File: config.mk
export PLATFORM = sky130hd
export DESIGN_NAME = seg_scroller
export DESIGN_NICKNAME = d
export VERILOG_FILES = /design/src/rtl/seg_scroller_pkg.sv /design/src/rtl/seg7_char_decode.sv /design/src/rtl/seg_scroller.sv
export SDC_FILE = /design/constraint.sdc
export NUM_CORES = 1
export LEC_CHECK = 0
export BUFFER_PORTS_ARGS = -buffer_cell sky130_fd_sc_hd__buf_4
export CORE_MARGIN = 8
export CORE_UTILIZATION = 50
export CTS_BUF_LIST = sky130_fd_sc_hd__clkbuf_8
export CTS_CLUSTER_DIAMETER = 30
export DETAILED_ROUTE_END_ITERATION = 7
export HOLD_SLACK_MARGIN = 0.15
export MAX_ROUTING_LAYER = met4
export PLACE_DENSITY = 0.72
export SYNTH_ARGS = -nofsm -noshare
export SYNTH_HDL_FRONTEND = slang
export SYNTH_HIERARCHICAL = 1
export SYNTH_SLANG_ARGS = --single-unit
File: constraint.sdc
create_clock -name clk -period 27.4 [get_ports clk]
set_clock_uncertainty 0.2 [all_clocks]
set_input_delay 2.74 -clock clk [delete_from_list [all_inputs] [get_ports clk]]
set_output_delay 2.74 -clock clk [all_outputs]
set_load 0.1 [all_outputs]
File: src/rtl/seg_scroller_pkg.sv
// Shared definitions for the seven-segment message scroller: character codes
// and the controller state encoding.
package seg_scroller_pkg;

  localparam logic [4:0] CharA     = 5'd10;
  localparam logic [4:0] CharB     = 5'd11;
  localparam logic [4:0] CharC     = 5'd12;
  localparam logic [4:0] CharD     = 5'd13;
  localparam logic [4:0] CharE     = 5'd14;
  localparam logic [4:0] CharF     = 5'd15;
  localparam logic [4:0] CharH     = 5'd16;
  localparam logic [4:0] CharL     = 5'd17;
  localparam logic [4:0] CharO     = 5'd18;
  localparam logic [4:0] CharP     = 5'd19;
  localparam logic [4:0] CharU     = 5'd20;
  localparam logic [4:0] CharBlank = 5'd31;

  typedef enum logic [1:0] {
    StIdle,
    StLoad,
    StScroll,
    StHold
  } state_e;

endpackage

File: src/rtl/seg7_char_decode.sv
// Combinational character-code to seven-segment decoder; output is active-low,
// bit 0 = segment a through bit 6 = segment g.
module seg7_char_decode
  import seg_scroller_pkg::*;
(
  input  logic [4:0] char_code,
  output logic [6:0] seg
);

  logic [6:0] seg_on;  // active-high pattern, gfedcba

  always_comb begin
    seg_on = 7'h00;
    case (char_code)
      5'd0:      seg_on = 7'h3f;
      5'd1:      seg_on = 7'h06;
      5'd2:      seg_on = 7'h5b;
      5'd3:      seg_on = 7'h4f;
      5'd4:      seg_on = 7'h66;
      5'd5:      seg_on = 7'h6d;
      5'd6:      seg_on = 7'h7d;
      5'd7:      seg_on = 7'h07;
      5'd8:      seg_on = 7'h7f;
      5'd9:      seg_on = 7'h6f;
      CharA:     seg_on = 7'h77;
      CharB:     seg_on = 7'h7c;
      CharC:     seg_on = 7'h39;
      CharD:     seg_on = 7'h5e;
      CharE:     seg_on = 7'h79;
      CharF:     seg_on = 7'h71;
      CharH:     seg_on = 7'h76;
      CharL:     seg_on = 7'h38;
      CharO:     seg_on = 7'h3f;
      CharP:     seg_on = 7'h73;
      CharU:     seg_on = 7'h3e;
      CharBlank: seg_on = 7'h00;
      default:   seg_on = 7'h00;
    endcase
  end

  assign seg = ~seg_on;

endmodule

File: src/rtl/seg_scroller.sv
// Scrolling message display: buffers a short character message and slides a
// NUM_DIGITS-wide window across it at a programmable rate.
module seg_scroller
  import seg_scroller_pkg::*;
#(
  parameter int unsigned NUM_DIGITS = 8,
  parameter int unsigned MSG_DEPTH  = 16,
  parameter int unsigned TICK_DIV   = 50_000_000
) (
  input  logic                    clk,
  input  logic                    reset,
  input  logic                    wr_valid,
  input  logic [4:0]              wr_char,
  input  logic                    wr_last,
  output logic                    wr_ready,
  input  logic                    enable,
  input  logic                    dir,
  input  logic [1:0]              speed,
  input  logic                    stop,
  output logic [7*NUM_DIGITS-1:0] hex,
  output logic                    busy,
  output logic                    wrap
);

  localparam int unsigned PtrW = $clog2(MSG_DEPTH);
  localparam int unsigned LenW = PtrW + 1;
  localparam int unsigned PreW = $clog2(TICK_DIV);
  localparam int unsigned IdxW = LenW + 5;
  localparam logic [LenW-1:0] LenMax  = LenW'(MSG_DEPTH);
  localparam logic [PreW-1:0] PreLast = PreW'(TICK_DIV - 1);

  state_e          state;
  logic [LenW-1:0] len;
  logic [PtrW-1:0] ptr;
  logic [PreW-1:0] presc;
  logic [1:0]      step_cnt;
  logic [4:0]      msg [MSG_DEPTH];

  logic            wr_en;
  logic            tick;
  logic [PtrW-1:0] ptr_max;
  logic [PtrW-1:0] ptr_fwd;
  logic [PtrW-1:0] ptr_bwd;
  logic            wrap_now;
  logic [7*NUM_DIGITS-1:0] hex_next;

  assign wr_ready = (state == StIdle) || (state == StLoad);
  assign busy     = (state != StIdle);
  assign wr_en    = wr_valid && wr_ready && !stop;
  assign tick     = (presc == PreLast);

  always_comb begin
    ptr_max  = PtrW'(len - LenW'(1));
    ptr_fwd  = (ptr == ptr_max) ? '0 : ptr + PtrW'(1);
    ptr_bwd  = (ptr == '0) ? ptr_max : ptr - PtrW'(1);
    wrap_now = dir ? (ptr == '0) : (ptr == ptr_max);
  end

  // Buffer is only ever read behind a valid length, so it carries no reset.
  always_ff @(posedge clk) begin
    if (wr_en) begin
      msg[(state == StIdle) ? '0 : len[PtrW-1:0]] <= wr_char;
    end
  end

  always_ff @(posedge clk or negedge reset) begin
    if (!reset) begin
      state    <= StIdle;
      len      <= '0;
      ptr      <= '0;
      presc    <= '0;
      step_cnt <= '0;
      wrap     <= 1'b0;
    end else begin
      wrap <= 1'b0;
      if (stop) begin
        state    <= StIdle;
        len      <= '0;
        ptr      <= '0;
        presc    <= '0;
        step_cnt <= '0;
      end else begin
        case (state)
          StIdle: begin
            if (wr_en) begin
              len      <= LenW'(1);
              ptr      <= '0;
              presc    <= '0;
              step_cnt <= '0;
              state    <= wr_last ? StScroll : StLoad;
            end
          end
          StLoad: begin
            if (wr_en) begin
              len <= len + LenW'(1);
              if (wr_last || (len + LenW'(1) == LenMax)) begin
                ptr      <= '0;
                presc    <= '0;
                step_cnt <= '0;
                state    <= StScroll;
              end
            end
          end
          StScroll: begin
            // The cycle that sees enable low still counts; HOLD freezes from then on.
            if (!enable) state <= StHold;
            presc <= tick ? '0 : presc + PreW'(1);
            if (step_cnt > speed) begin
              step_cnt <= '0;
            end else if (tick) begin
              if (step_cnt == speed) begin
                step_cnt <= '0;
                ptr      <= dir ? ptr_bwd : ptr_fwd;
                wrap     <= wrap_now;
              end else begin
                step_cnt <= step_cnt + 2'd1;
              end
            end
          end
          StHold: begin
            if (enable) state <= StScroll;
          end
          default: state <= StIdle;
        endcase
      end
    end
  end

  // Message index for a window position, reduced modulo the message length.
  function automatic logic [PtrW-1:0] win_index(input logic [PtrW-1:0] base,
                                                 input int unsigned     off,
                                                 input logic [LenW-1:0] n);
    logic [IdxW-1:0] v;
    v = IdxW'(base) + IdxW'(off);
    for (int i = 0; i < NUM_DIGITS; i++) begin
      if (v >= IdxW'(n)) v = v - IdxW'(n);
    end
    return v[PtrW-1:0];
  endfunction

  for (genvar k = 0; k < NUM_DIGITS; k++) begin : g_digit
    logic [PtrW-1:0] idx;
    logic [6:0]      seg;

    assign idx = win_index(ptr, NUM_DIGITS - 1 - k, len);

    seg7_char_decode u_decode (
      .char_code (msg[idx]),
      .seg       (seg)
    );

    assign hex_next[7*k +: 7] = seg;
  end

  always_ff @(posedge clk or negedge reset) begin
    if (!reset) begin
      hex <= '1;
    end else if (stop || state == StIdle || state == StLoad) begin
      hex <= '1;
    end else begin
      hex <= hex_next;
    end
  end

endmodule

==> flow_summary.ini <==
[clocking]
cts_hold_buf = 0
cts_setup_buffers = 0
cts_buffer_depth = 2
root_buffer = clkbuf_8
path_clk_slew_ns = 0.11
htree_levels = 4
cts_tree = yes
cts-resized-gates = 0
cts_made_buffers = 17
insertion_delay_ns = 0.52
numClockSinks = 176

[run]
maxCapViolations = 0

[floorplan]
pin_count = 73
fp.dieW_microns = 293
die-area_sq_um = 86000
row_count = 101
core-area_sq_um = 76100
initial_core_util = 0.505
die_h_microns = 293

[global_route]
grt_pass1_wl_microns = 181000
antenna_found_initial = 0
first_global_vias = 35100
overflow = 0
grt_max_degree = 70
track_usage = 0.257

[routing]
first_iter_violations = 3109
drc = 0
wl_per_cell_microns = 19.5
vias_per_cell = 6.45
ant_nets = 0
via_count = 37200
firstDrtPassIters = 6
drt_wl_total_microns = 112000

[synthesis]
syn_inst = 4779
synth.cells.most_frequent = mux2i_1, ha_1, nor2_1, nand2_1, o21ai_0
synth_edf_count = 80
synth_top_cell_area_share = 0.122
syn-num-nets = 5228
synth_area_leaders = ha_1, mux2i_1, edfxtp_1
synth-main-ff-cell = edfxtp_1
synth-seq-area-share = 0.127
synth_top_cell_by_area = ha_1
async_flop_share = 0.545
synth.most_common_cell = mux2i_1
syn_area_sq_um = 38400
syn_avg_cell_area_sq_um = 8.04
ys_types = 115
synth-seq-cells = 176
yosys_warnings = 6

[timing]
tns_ns = 0
fmaxAchievable_mhz = 46.0
worstMarginPinSlew_ns = 1.16
post-route-period-util = 0.794
post-route-min-period_ns = 21.74
grt_setup_unrepaired = false
slew-limit-headroom = 0.218
finalMaxSlewViolations = 0
setup_viol = 0
hold_violations = 0

[hold_path]
hold_class = reg -> reg

[outcome]
status = finished, final reports clean

[place]
postPlaceCellArea_sq_um = 39600
place_congestion = 1.05
hpwl_microns = 83800
portBuffers = 72

[worst_setup_path]
cp.required_ns = 27.66
cpPeakStageDelay_ns = 0.88
critPathCaptureType = register
crit_fanout = 16
path_common_cell = ha_1
cp.arrival_ns = 22.00
critPathSlowestCell = a211oi_1
critPathKind = reg -> reg
critPathLaunchType = register

[cells_and_area]
syn2layout_area_growth_pct = 4.19
fillerInstances = 7298
design_area_sq_um = 40000
drive_above_1_share = 0.111
finalNetCount = 5174
antenna_cells = 0
==> kinds of logic (layout without fill, tap and decap cells) <==
kind of cell	count (synthesis)	in the layout	share of synthesized area
DFF	176	176	0.127
adders and majority gates	435	435	0.153
and+or+nand+nor	1598	1598	0.216
muxes	611	611	0.173
xor gates and xnor gates	209	209	0.0484
buffers and inverters	396	355	0.0482
AOI/OAI and AO/OA	1354	1354	0.234
==> placed cells by master (no fill, tap or decap), drive strengths merged, types with 132 or more instances in the layout <==
master    n
inv     212
nand2   327
mux2i   394
nand3   132
o21ai   347
ha      375
a21oi   297
nor2b   154
mux2    202
nor2    338
xnor2   136
==> through the flow <==
step                      worst slack (ns)  hold slack, ns  std cells  utilization
final                                 5.66           0.296       5768        0.526
after global routing                  4.18           0.321       5768        0.526
after CTS                             5.83           0.302       5768        0.526
after detailed placement              5.89           0.288       5736        0.521
after global placement                6.09           0.284       5736        0.521
after floorplan                       4.44           0.254       4779            -
==> layer usage <==
| layer | track usage | vias to the layer above | share of wire |
|---|---|---|---|
| met3 | 0.0379 | 313 | 0.080 |
| met2 | 0.413 | 1486 | 0.45 |
| met5 | - | - | 0 |
| li1 | - | 17900 | - |
| met4 | 0.0814 | 0 | 0.033 |
| met1 | 0.331 | 17500 | 0.44 |
==> area by class of cell <==
class                      instances  area (sq um)  share of cell area
multi-input combinational       4207         31800               0.794
sequential                       176          4880               0.122
tap                             1030          1290              0.0322
timing repair buffer             118           886              0.0221
inverter                         205           777              0.0194
clock buffer                      17           234             0.00584
clock inverter                    15           164             0.00409
==> sequential cells by signal, summed over array words and instances, names as in the netlist <==
name      cells
wrap          1
len           5
presc        26
msg          80
state         2
ptr           4
step_cnt      2
hex          56
==> path summary, 6_finish.rpt <==
check	end	cells past startpoint	slack (ns)	from
worst min-delay path	step_cnt[1]$_DFFE_PN0P_	1	0.30	step_cnt[1]$_DFFE_PN0P_
worst max register to register	hex[31]$_DFF_PN1_	77	5.66	ptr[0]$_DFFE_PN0P_
min in group asynchronous	hex[34]$_DFF_PN1_	1	2.33	reset
max in group asynchronous	len[1]$_DFFE_PN0P_	2	23.74	reset
worst min register to register	step_cnt[1]$_DFFE_PN0P_	1	0.30	step_cnt[1]$_DFFE_PN0P_
worst max-delay path	hex[31]$_DFF_PN1_	77	5.66	ptr[0]$_DFFE_PN0P_
==> worst max-delay path, delay by kind of cell, from the launching register on <==
family	cells	cell delay, ns
buffers and inverters	6	1.11
AND/OR/NAND/NOR	22	4.59
AO/OA/AOI/OAI	28	7.48
multiplexers	9	3.49
flip-flops	1	0.67
adder cells (fa/ha/maj)	12	4.11
Power is left out: the tool's default activity adds up to more than one toggle a clock period on the data nets, which glitch-free logic cannot reach.
